[src/rtl/dmem_bridge_if.sv]
// Bus bundle between the core's load/store stage, the bridge and data_mem.
// The bridge takes the slave view; the environment (CPU + data_mem) takes master.
interface dmem_bridge_if;
  logic [31:0] cpu_addr;
  logic [31:0] cpu_wdata;
  logic        cpu_memwrite;
  logic        cpu_memread;
  logic [3:0]  cpu_sign_mask;
  logic [31:0] cpu_rdata;
  logic        cpu_stall;
  logic        cpu_fault;
  logic [31:0] dmem_addr;
  logic [31:0] dmem_wdata;
  logic [3:0]  dmem_sign_mask;
  logic        dmem_memwrite;
  logic        dmem_memread;
  logic [31:0] dmem_rdata;
  logic        dmem_stall;
  logic [7:0]  led;

  modport slave (
    input  cpu_addr, cpu_wdata, cpu_memwrite, cpu_memread, cpu_sign_mask,
    input  dmem_rdata, dmem_stall,
    output cpu_rdata, cpu_stall, cpu_fault,
    output dmem_addr, dmem_wdata, dmem_sign_mask, dmem_memwrite, dmem_memread,
    output led
  );

  modport master (
    output cpu_addr, cpu_wdata, cpu_memwrite, cpu_memread, cpu_sign_mask,
    output dmem_rdata, dmem_stall,
    input  cpu_rdata, cpu_stall, cpu_fault,
    input  dmem_addr, dmem_wdata, dmem_sign_mask, dmem_memwrite, dmem_memread,
    input  led
  );
endinterface

[src/rtl/dmem_bridge.sv]
// Load/store bridge: latches a CPU data access, routes it to data_mem or to the
// local MMIO block (LED, 64-bit cycle counter, scratch), and faults illegal accesses.
module dmem_bridge #(
  parameter logic [31:0] DMEM_BASE  = 32'h1000,
  parameter int unsigned DMEM_BYTES = 4096,
  parameter logic [31:0] MMIO_BASE  = 32'h2000
) (
  input  logic         clk,
  input  logic         reset,
  dmem_bridge_if.slave bus
);
  typedef enum logic [2:0] {S_IDLE, S_ISSUE, S_WAIT, S_MMIO, S_DONE} state_t;

  state_t      r_state;
  state_t      w_next;
  logic [31:0] r_addr;
  logic [31:0] r_wdata;
  logic [3:0]  r_mask;
  logic        r_wr;
  logic        r_fault;
  logic [31:0] r_rdata;
  logic [31:0] r_led;
  logic [31:0] r_scratch;
  logic [31:0] r_hi_snap;
  logic [63:0] r_cyc;

  logic        w_req;
  logic        w_in_dmem;
  logic        w_mmio_ok;
  logic [31:0] w_dmem_off;
  logic [31:0] w_mmio_off;
  logic [31:0] w_mmio_rd;

  assign w_req      = bus.cpu_memread | bus.cpu_memwrite;
  assign w_dmem_off = bus.cpu_addr - DMEM_BASE;
  assign w_in_dmem  = (w_dmem_off < 32'(DMEM_BYTES));
  assign w_mmio_off = r_addr - MMIO_BASE;

  // Only aligned word accesses inside the 4-register block; stores only to LED and scratch.
  assign w_mmio_ok = r_mask[2] && (w_mmio_off[1:0] == 2'b00) && (w_mmio_off < 32'd16) &&
                     (!r_wr || (w_mmio_off[3:2] == 2'd0) || (w_mmio_off[3:2] == 2'd3));

  always_comb begin
    w_mmio_rd = '0;
    case (w_mmio_off[3:2])
      2'd0:    w_mmio_rd = r_led;
      2'd1:    w_mmio_rd = r_cyc[31:0];
      2'd2:    w_mmio_rd = r_hi_snap;
      default: w_mmio_rd = r_scratch;
    endcase
  end

  assign bus.led = r_led[7:0];

  always_ff @(posedge clk) begin
    if (reset) r_state <= S_IDLE;
    else       r_state <= w_next;
  end

  always_comb begin
    w_next             = r_state;
    bus.cpu_stall      = 1'b0;
    bus.cpu_rdata      = '0;
    bus.cpu_fault      = 1'b0;
    bus.dmem_addr      = '0;
    bus.dmem_wdata     = '0;
    bus.dmem_sign_mask = '0;
    bus.dmem_memwrite  = 1'b0;
    bus.dmem_memread   = 1'b0;
    case (r_state)
      S_IDLE: begin
        bus.cpu_stall = w_req;
        if (w_req) w_next = w_in_dmem ? S_ISSUE : S_MMIO;
      end
      S_ISSUE: begin
        bus.cpu_stall      = 1'b1;
        bus.dmem_addr      = r_addr;
        bus.dmem_wdata     = r_wdata;
        bus.dmem_sign_mask = r_mask;
        if (!bus.dmem_stall) begin
          bus.dmem_memwrite = r_wr;
          bus.dmem_memread  = !r_wr;
          w_next            = S_WAIT;
        end
      end
      S_WAIT: begin
        bus.cpu_stall = 1'b1;
        if (!bus.dmem_stall) w_next = S_DONE;
      end
      S_MMIO: begin
        bus.cpu_stall = 1'b1;
        w_next        = S_DONE;
      end
      S_DONE: begin
        bus.cpu_rdata = r_rdata;
        bus.cpu_fault = r_fault;
        w_next        = S_IDLE;
      end
      default: w_next = S_IDLE;
    endcase
    // Nothing leaves the bridge while reset is held, whatever state it is in.
    if (reset) begin
      bus.cpu_stall     = 1'b0;
      bus.cpu_rdata     = '0;
      bus.cpu_fault     = 1'b0;
      bus.dmem_memwrite = 1'b0;
      bus.dmem_memread  = 1'b0;
    end
  end

  // Request capture, DMEM read-data capture and MMIO register file.
  always_ff @(posedge clk) begin
    if (reset) begin
      r_wr      <= 1'b0;
      r_fault   <= 1'b0;
      r_rdata   <= '0;
      r_led     <= '0;
      r_scratch <= '0;
      r_hi_snap <= '0;
      r_cyc     <= '0;
    end else begin
      r_cyc <= r_cyc + 64'd1;
      case (r_state)
        S_IDLE: begin
          if (w_req) begin
            r_addr  <= bus.cpu_addr;
            r_wdata <= bus.cpu_wdata;
            r_mask  <= bus.cpu_sign_mask;
            r_wr    <= bus.cpu_memwrite;
            r_fault <= 1'b0;
            r_rdata <= '0;
          end
        end
        S_WAIT: begin
          if (!bus.dmem_stall) r_rdata <= r_wr ? 32'd0 : bus.dmem_rdata;
        end
        S_MMIO: begin
          r_fault <= !w_mmio_ok;
          r_rdata <= '0;
          if (w_mmio_ok && r_wr) begin
            if (w_mmio_off[3:2] == 2'd0) r_led     <= r_wdata;
            else                         r_scratch <= r_wdata;
          end else if (w_mmio_ok) begin
            r_rdata <= w_mmio_rd;
            if (w_mmio_off[3:2] == 2'd1) r_hi_snap <= r_cyc[63:32];
          end
        end
        default: ;
      endcase
    end
  end
endmodule

[src/flat_wrapper.sv]
// flat-port wrapper written by rule: the top's interface ports become plain ports
module dmem_bridge_flat 
#(
  parameter logic [31:0] DMEM_BASE  = 32'h1000,
  parameter int unsigned DMEM_BYTES = 4096,
  parameter logic [31:0] MMIO_BASE  = 32'h2000
)
  (clk, reset, bus_cpu_addr, bus_cpu_wdata, bus_cpu_memwrite, bus_cpu_memread, bus_cpu_sign_mask, bus_dmem_rdata, bus_dmem_stall, bus_cpu_rdata, bus_cpu_stall, bus_cpu_fault, bus_dmem_addr, bus_dmem_wdata, bus_dmem_sign_mask, bus_dmem_memwrite, bus_dmem_memread, bus_led);
  dmem_bridge_if bus_i ();
  input  logic clk;
  input  logic reset;
  input wire logic [$bits(bus_i.cpu_addr)-1:0] bus_cpu_addr;
  input wire logic [$bits(bus_i.cpu_wdata)-1:0] bus_cpu_wdata;
  input wire logic [$bits(bus_i.cpu_memwrite)-1:0] bus_cpu_memwrite;
  input wire logic [$bits(bus_i.cpu_memread)-1:0] bus_cpu_memread;
  input wire logic [$bits(bus_i.cpu_sign_mask)-1:0] bus_cpu_sign_mask;
  input wire logic [$bits(bus_i.dmem_rdata)-1:0] bus_dmem_rdata;
  input wire logic [$bits(bus_i.dmem_stall)-1:0] bus_dmem_stall;
  output wire logic [$bits(bus_i.cpu_rdata)-1:0] bus_cpu_rdata;
  output wire logic [$bits(bus_i.cpu_stall)-1:0] bus_cpu_stall;
  output wire logic [$bits(bus_i.cpu_fault)-1:0] bus_cpu_fault;
  output wire logic [$bits(bus_i.dmem_addr)-1:0] bus_dmem_addr;
  output wire logic [$bits(bus_i.dmem_wdata)-1:0] bus_dmem_wdata;
  output wire logic [$bits(bus_i.dmem_sign_mask)-1:0] bus_dmem_sign_mask;
  output wire logic [$bits(bus_i.dmem_memwrite)-1:0] bus_dmem_memwrite;
  output wire logic [$bits(bus_i.dmem_memread)-1:0] bus_dmem_memread;
  output wire logic [$bits(bus_i.led)-1:0] bus_led;
  assign bus_i.cpu_addr = bus_cpu_addr;
  assign bus_i.cpu_wdata = bus_cpu_wdata;
  assign bus_i.cpu_memwrite = bus_cpu_memwrite;
  assign bus_i.cpu_memread = bus_cpu_memread;
  assign bus_i.cpu_sign_mask = bus_cpu_sign_mask;
  assign bus_i.dmem_rdata = bus_dmem_rdata;
  assign bus_i.dmem_stall = bus_dmem_stall;
  assign bus_cpu_rdata = bus_i.cpu_rdata;
  assign bus_cpu_stall = bus_i.cpu_stall;
  assign bus_cpu_fault = bus_i.cpu_fault;
  assign bus_dmem_addr = bus_i.dmem_addr;
  assign bus_dmem_wdata = bus_i.dmem_wdata;
  assign bus_dmem_sign_mask = bus_i.dmem_sign_mask;
  assign bus_dmem_memwrite = bus_i.dmem_memwrite;
  assign bus_dmem_memread = bus_i.dmem_memread;
  assign bus_led = bus_i.led;
  dmem_bridge #(.DMEM_BASE(DMEM_BASE), .DMEM_BYTES(DMEM_BYTES), .MMIO_BASE(MMIO_BASE)) u_core (.clk(clk), .reset(reset), .bus(bus_i));
endmodule
[config.mk]
export PLATFORM = sky130hd
export DESIGN_NAME = dmem_bridge_flat
export DESIGN_NICKNAME = d
export VERILOG_FILES = /design/src/rtl/dmem_bridge_if.sv /design/src/rtl/dmem_bridge.sv /design/src/flat_wrapper.sv
export SDC_FILE = /design/constraint.sdc
export NUM_CORES = 1
export LEC_CHECK = 0
export BUFFER_PORTS_ARGS = -buffer_cell sky130_fd_sc_hd__buf_2
export CORE_ASPECT_RATIO = 1.1
export CORE_MARGIN = 2
export CORE_UTILIZATION = 45
export CTS_CLUSTER_DIAMETER = 50
export DETAILED_ROUTE_END_ITERATION = 12
export GPL_TIMING_DRIVEN = 0
export PLACE_DENSITY = 0.77
export SYNTH_ARGS = -nofsm -noshare
export SYNTH_HDL_FRONTEND = slang
export SYNTH_SLANG_ARGS = --single-unit
[constraint.sdc]
create_clock -name clk -period 5.75 [get_ports clk]
set_clock_uncertainty 0.1 [all_clocks]
set_input_delay 0.575 -clock clk [delete_from_list [all_inputs] [get_ports clk]]
set_output_delay 0.575 -clock clk [all_outputs]
set_load 0.05 [all_outputs]
# Yosys cells after proc, flatten, opt, wreduce, memory -nomap -nowiden
# Cells that the tools add are included.
[totals]
reg_bits = 265
inputBits = 105
output_inout_bits = 112
elab_cells = 81
[classes]
addsub = 3
magnitude_cmp = 2
n_eq_ne = 10
n_mux = 29
n_bitwise = 4
n_reduce_logical = 22
[op_table]
columns = ["op", "n"]
rows = [
  ["$mux W32", 9],
  ["$pmux W32 S3", 2],
  ["$add A64 B1 Y64 const B", 1],
  ["$lt A32 B13 Y1 const B", 1],
  ["$lt A32 B5 Y1 const B", 1],
  ["$sub A32 B13 Y32 const B", 1],
  ["$sub A32 B14 Y32 const B", 1],
  ["$reduce_and A3 Y1", 5],
  ["$pmux W3 S4", 1],
  ["$mux W1", 10],
  ["$mux W3", 3],
  ["$eq A3 B2 Y1 const B", 2],
  ["$eq A2 B2 Y1 const B", 2],
  ["$logic_and A1 B1 Y1", 4],
  ["$logic_not A2 Y1", 2],
  ["$mux W4", 1],
  ["$ne A2 B2 Y1 const B", 2],
  ["$pmux W1 S2", 2],
  ["$reduce_and A2 Y1", 2],
  ["$reduce_and A4 Y1", 1],
  ["$eq A3 B1 Y1 const B", 1],
  ["$eq A3 B3 Y1 const B", 1],
  ["$logic_not A3 Y1", 1],
  ["$not A1 Y1", 3],
  ["other kinds (9)", 11],
]

# Longest topological paths before layout
[depth]
word_depth = 8
mapped_depth = 11
ltp_nobuf = 8

# Least setup slack after synthesis
# No wires, ideal clock.
[synth_timing]
path_type = "input to register"
startpoint = "in reset"
endpoint = "reg u_core.r_addr[0], enable pin"
setup_time_ns = 0.495
t_arrival_ns = 3.911
t_required_ns = 5.155
path_slack_ns = 1.244
path_stages = 4
n_path_buf = 3
path_cell_list = "clkbuf_1 > clkbuf_8 > buf_6 > nor2_1"
[synth_between]
elab_chain_cells = 2
[synth_lines]
columns = ["element", "line", "text"]
rows = [
  ["from (decl)", "flat_wrapper.sv:11", "input logic reset;"],
  ["$not A1 Y1 (no source line)", "n/a", ""],
  ["$reduce_and A3 Y1 (no source line)", "n/a", ""],
  ["to (signal assigned)", "dmem_bridge.sv:126", "r_addr <= bus.cpu_addr;"],
  ["to (decl)", "dmem_bridge.sv:16", "logic [31:0] r_addr;"],
]
# Every way passes these cells.
# A chain may end at the register's enable or synchronous reset.

# Final worst setup path
[layout_timing]
startpoint = "reg u_core.r_state[1]"
endpoint = "out bus_dmem_wdata[22]"
[layout_between]
elab_chain_cells = 2
[layout_lines]
columns = ["element", "line", "text"]
rows = [
  ["from (decl)", "dmem_bridge.sv:14", "state_t r_state;"],
  ["from (signal assigned)", "dmem_bridge.sv:57", "else r_state <= w_next;"],
  ["$eq A3 B1 Y1", "dmem_bridge.sv:70", "case (r_state)"],
  ["$mux W32", "dmem_bridge.sv:70", ""],
  ["to (decl)", "flat_wrapper.sv:23", "output wire logic [$bits(bus_i.dmem_wdata)-1:0] bus_dmem_wdata;"],
]
# Every way passes these cells.

==> impl_metrics.csv <==
group,metric,value,unit
run_status,outcome,"completed",
clock_network,post_cts_resized,0,
sta,finalCritPeriodShare,68.8,%
logic_synthesis,synth-edff-count,68,
clock_network,cts_buffers,28,
critical_path,start_kind,"register",
global_route,grt_usage,24.4,%
clock_network,clk_latency,550,ps
logic_synthesis,synth_area,0.0122,mm2
hold_path,hold_path.startpoint,"bus_cpu_wdata[30]",
global_route,overflow,0,
logic_synthesis,yosysMostFrequentCell,"dfxtp_1",
final_layout,drive_above_1_share,23.7,%
final_layout,fin_util,55.0,%
sta,slew_headroom,1.92,%
critical_path,cp_max_fo,10,
drt,wl_per_cell,19.2,um
clock_network,cts_tree,"yes",
die,ios,217,
global_route,antenna_found_initial,1,
critical_path,worstPathRequired,5080,ps
clock_network,clock_path_buffers,3,
final_layout,area_growth_syn_to_layout,20.9,%
logic_synthesis,yosysWarnings,0,
hold_path,hold_class,"in -> reg",
sta,rsz0062_at_grt,"no",
sta,setup_viol,0,
drt,detail-route-antenna-nets,0,
logic_synthesis,netlist.area_leader.share,32.3,%
clock_network,postCtsHoldBufs,0,
final_layout,final_area,0.0147,mm2
critical_path,crit_path_frequent_cell,"clkbuf_1",
final_layout,nets,1603,
critical_path,cp_cell_sequence,"clkbuf_1 > nor3b_1 > clkbuf_1 > and2_1 > buf_2",
logic_synthesis,synth_area_leaders,"dfxtp_1 32%, edfxtp_1 17%, nand3_1 6.4%, mux4_2 5.5%, a21oi_1 4.4%",
critical_path,startpoint,"u_core.r_state[1]",
logic_synthesis,synth_ff_type,"dfxtp_1",
sta,fin_crit,3960,ps
drt,drtPass1Iterations,6,
logic_synthesis,syn_nets,1355,
logic_synthesis,synth.yosys.seq_area_share,49.1,%
drt,remaining_drc_errors,0,
critical_path,cp_data_arrival_time,3280,ps
die,design.die.area,0.0284,mm2
clock_network,clk_pin_slew,60,ps
power_and_ir_drop,p_per_area,301,mW/mm2
critical_path,slowest_stage,"nor3b_1",
power_and_ir_drop,leakage,5.50,nW
sta,fmax,0.253,GHz
place,placed_cell_area,0.0138,mm2
clock_network,cts_sinks,265,
drt,dr_total_vias,11000,
clock_network,htree_levels,1,
logic_synthesis,yosys.area.top_type,"dfxtp_1",
critical_path,end_kind,"output port",
logic_synthesis,synth_cell_types,63,
place,port_buffers,216,
critical_path,crit_buf_inv,3,
die,fp.coreArea,0.0268,mm2
logic_synthesis,synthArstFlopShare,0,%
drt,wl,36000,um
sta,slew_viol_final,0,
clock_network,cts_setup_buffers,0,
die,rows,63,
drt,via_per_inst,5.87,
place,place_inst,1823,
die,dieHeight,177,um
logic_synthesis,synthCells,1248,
die,die_w,161,um
sta,worst_slew_pin_slew,1470,ps
critical_path,critPathKind,"reg -> out",
critical_path,reg2reg_from,"u_core.r_state[1]",
place,place_congestion,0.879,
logic_synthesis,netlist_top_cells_count,"197 x dfxtp_1, 155 x nand3_1, 107 x a21oi_1",
place,dpl.hpwl,26400,um
global_route,grt_pass1_vias,10600,
critical_path,crit_family,"simple AND/OR/NAND/NOR gates",
place,pre_cts_ws,2400,ps
global_route,grt_pass1_wl,55600,um
clock_network,cts-root-buf,"clkbuf_16",
global_route,grt_max_degree,29,
critical_path,slowest_delay,1210,ps
flow_run,cap_violations,0,
sta,worst_slack,1790,ps
die,start_util,45.5,%
logic_synthesis,syn_avg_cell_area,9.77,um2
drt,drt_iter0_drc,1131,
power_and_ir_drop,ir_worst_vdd,0.251,mV
logic_synthesis,ys_ff_latch,265,
final_layout,stdcell_count,1876,
sta,hold_viol_final,0,
## stage by stage
stage                     TNS, ps  power, W  hold WS (ps)
after floorplan                 0   0.00243           334
after global placement     -43780   0.00262           353
after detailed placement        0   0.00263           361
after CTS                       0   0.00444          92.1
after global routing            0   0.00455          94.0
final                           0   0.00443          96.6
## cell usage in the layout (no fill, tap or decap), types with 30 or more instances in the layout
| cell | synthesis | final |
|---|---|---|
| o21ai_0 | 103 | 103 |
| dfxtp_1 | 197 | 197 |
| clkbuf_16 | 0 | 31 |
| a21oi_1 | 107 | 107 |
| and2_1 | 73 | 73 |
| a32oi_1 | 32 | 32 |
| nor2_1 | 72 | 71 |
| clkbuf_1 | 82 | 84 |
| nand3_1 | 155 | 155 |
| mux4_2 | 30 | 30 |
| nand2_1 | 61 | 61 |
| buf_2 | 7 | 223 |
| edfxtp_1 | 68 | 68 |
| nor3b_1 | 37 | 37 |
## power breakdown
group / internal [W] / switching, W
Combinational: 0.000147 / 0.000431
Clock: 0.00106 / 0.000769
Sequential: 0.00198 / 0.0000429
## layout make-up
type | count | area (um2)
Inverter | 12 | 45.0
Sequential cell | 265 | 5990
Tap cell | 357 | 447
Clock buffer | 36 | 825
Timing Repair Buffer | 218 | 1130
Buffer | 116 | 571
Fill cell | 2366 | 12100
Clock inverter | 16 | 126
Antenna cell | 1 | 2.50
Multi-Input combinational cell | 855 | 5610
## state kept, by name (all words and copies together), names as in the netlist
name,count
u_core.r_hi_snap,32
u_core.r_wr,1
u_core.r_mask,4
u_core.r_addr,32
u_core.r_led,32
u_core.r_cyc,64
u_core.r_rdata,32
u_core.r_fault,1
u_core.r_scratch,32
u_core.r_state,3
u_core.r_wdata,32
## final timing paths
kind	end	slack (ps)	cells past startpoint
setup / recovery	bus_dmem_wdata[22]	1790	5
hold / removal	u_core.r_wdata[30]	100	1
setup reg to reg	u_core.r_rdata[26]	2450	7
hold reg to reg	u_core.r_scratch[18]	370	2
## cell families after synthesis
family / after synthesis / synth area share, %
AO/OA/AOI/OAI: 259 / 12.0
XOR/XNOR: 55 / 3.95
adder cells (fa/ha/maj): 2 / 0.205
buffers and inverters: 128 / 5.05
flip-flops: 265 / 49.1
multiplexers: 32 / 5.97
AND/OR/NAND/NOR: 507 / 23.7
## routing by layer
layer / part of all wire [%] / track usage [%]
met1: 38 / 30.2
met2: 49 / 42.2
met3: 8.1 / 3.23
met4: 4.6 / 12.1
met5: 0 / 0
Power figures use the tool's default switching activity.
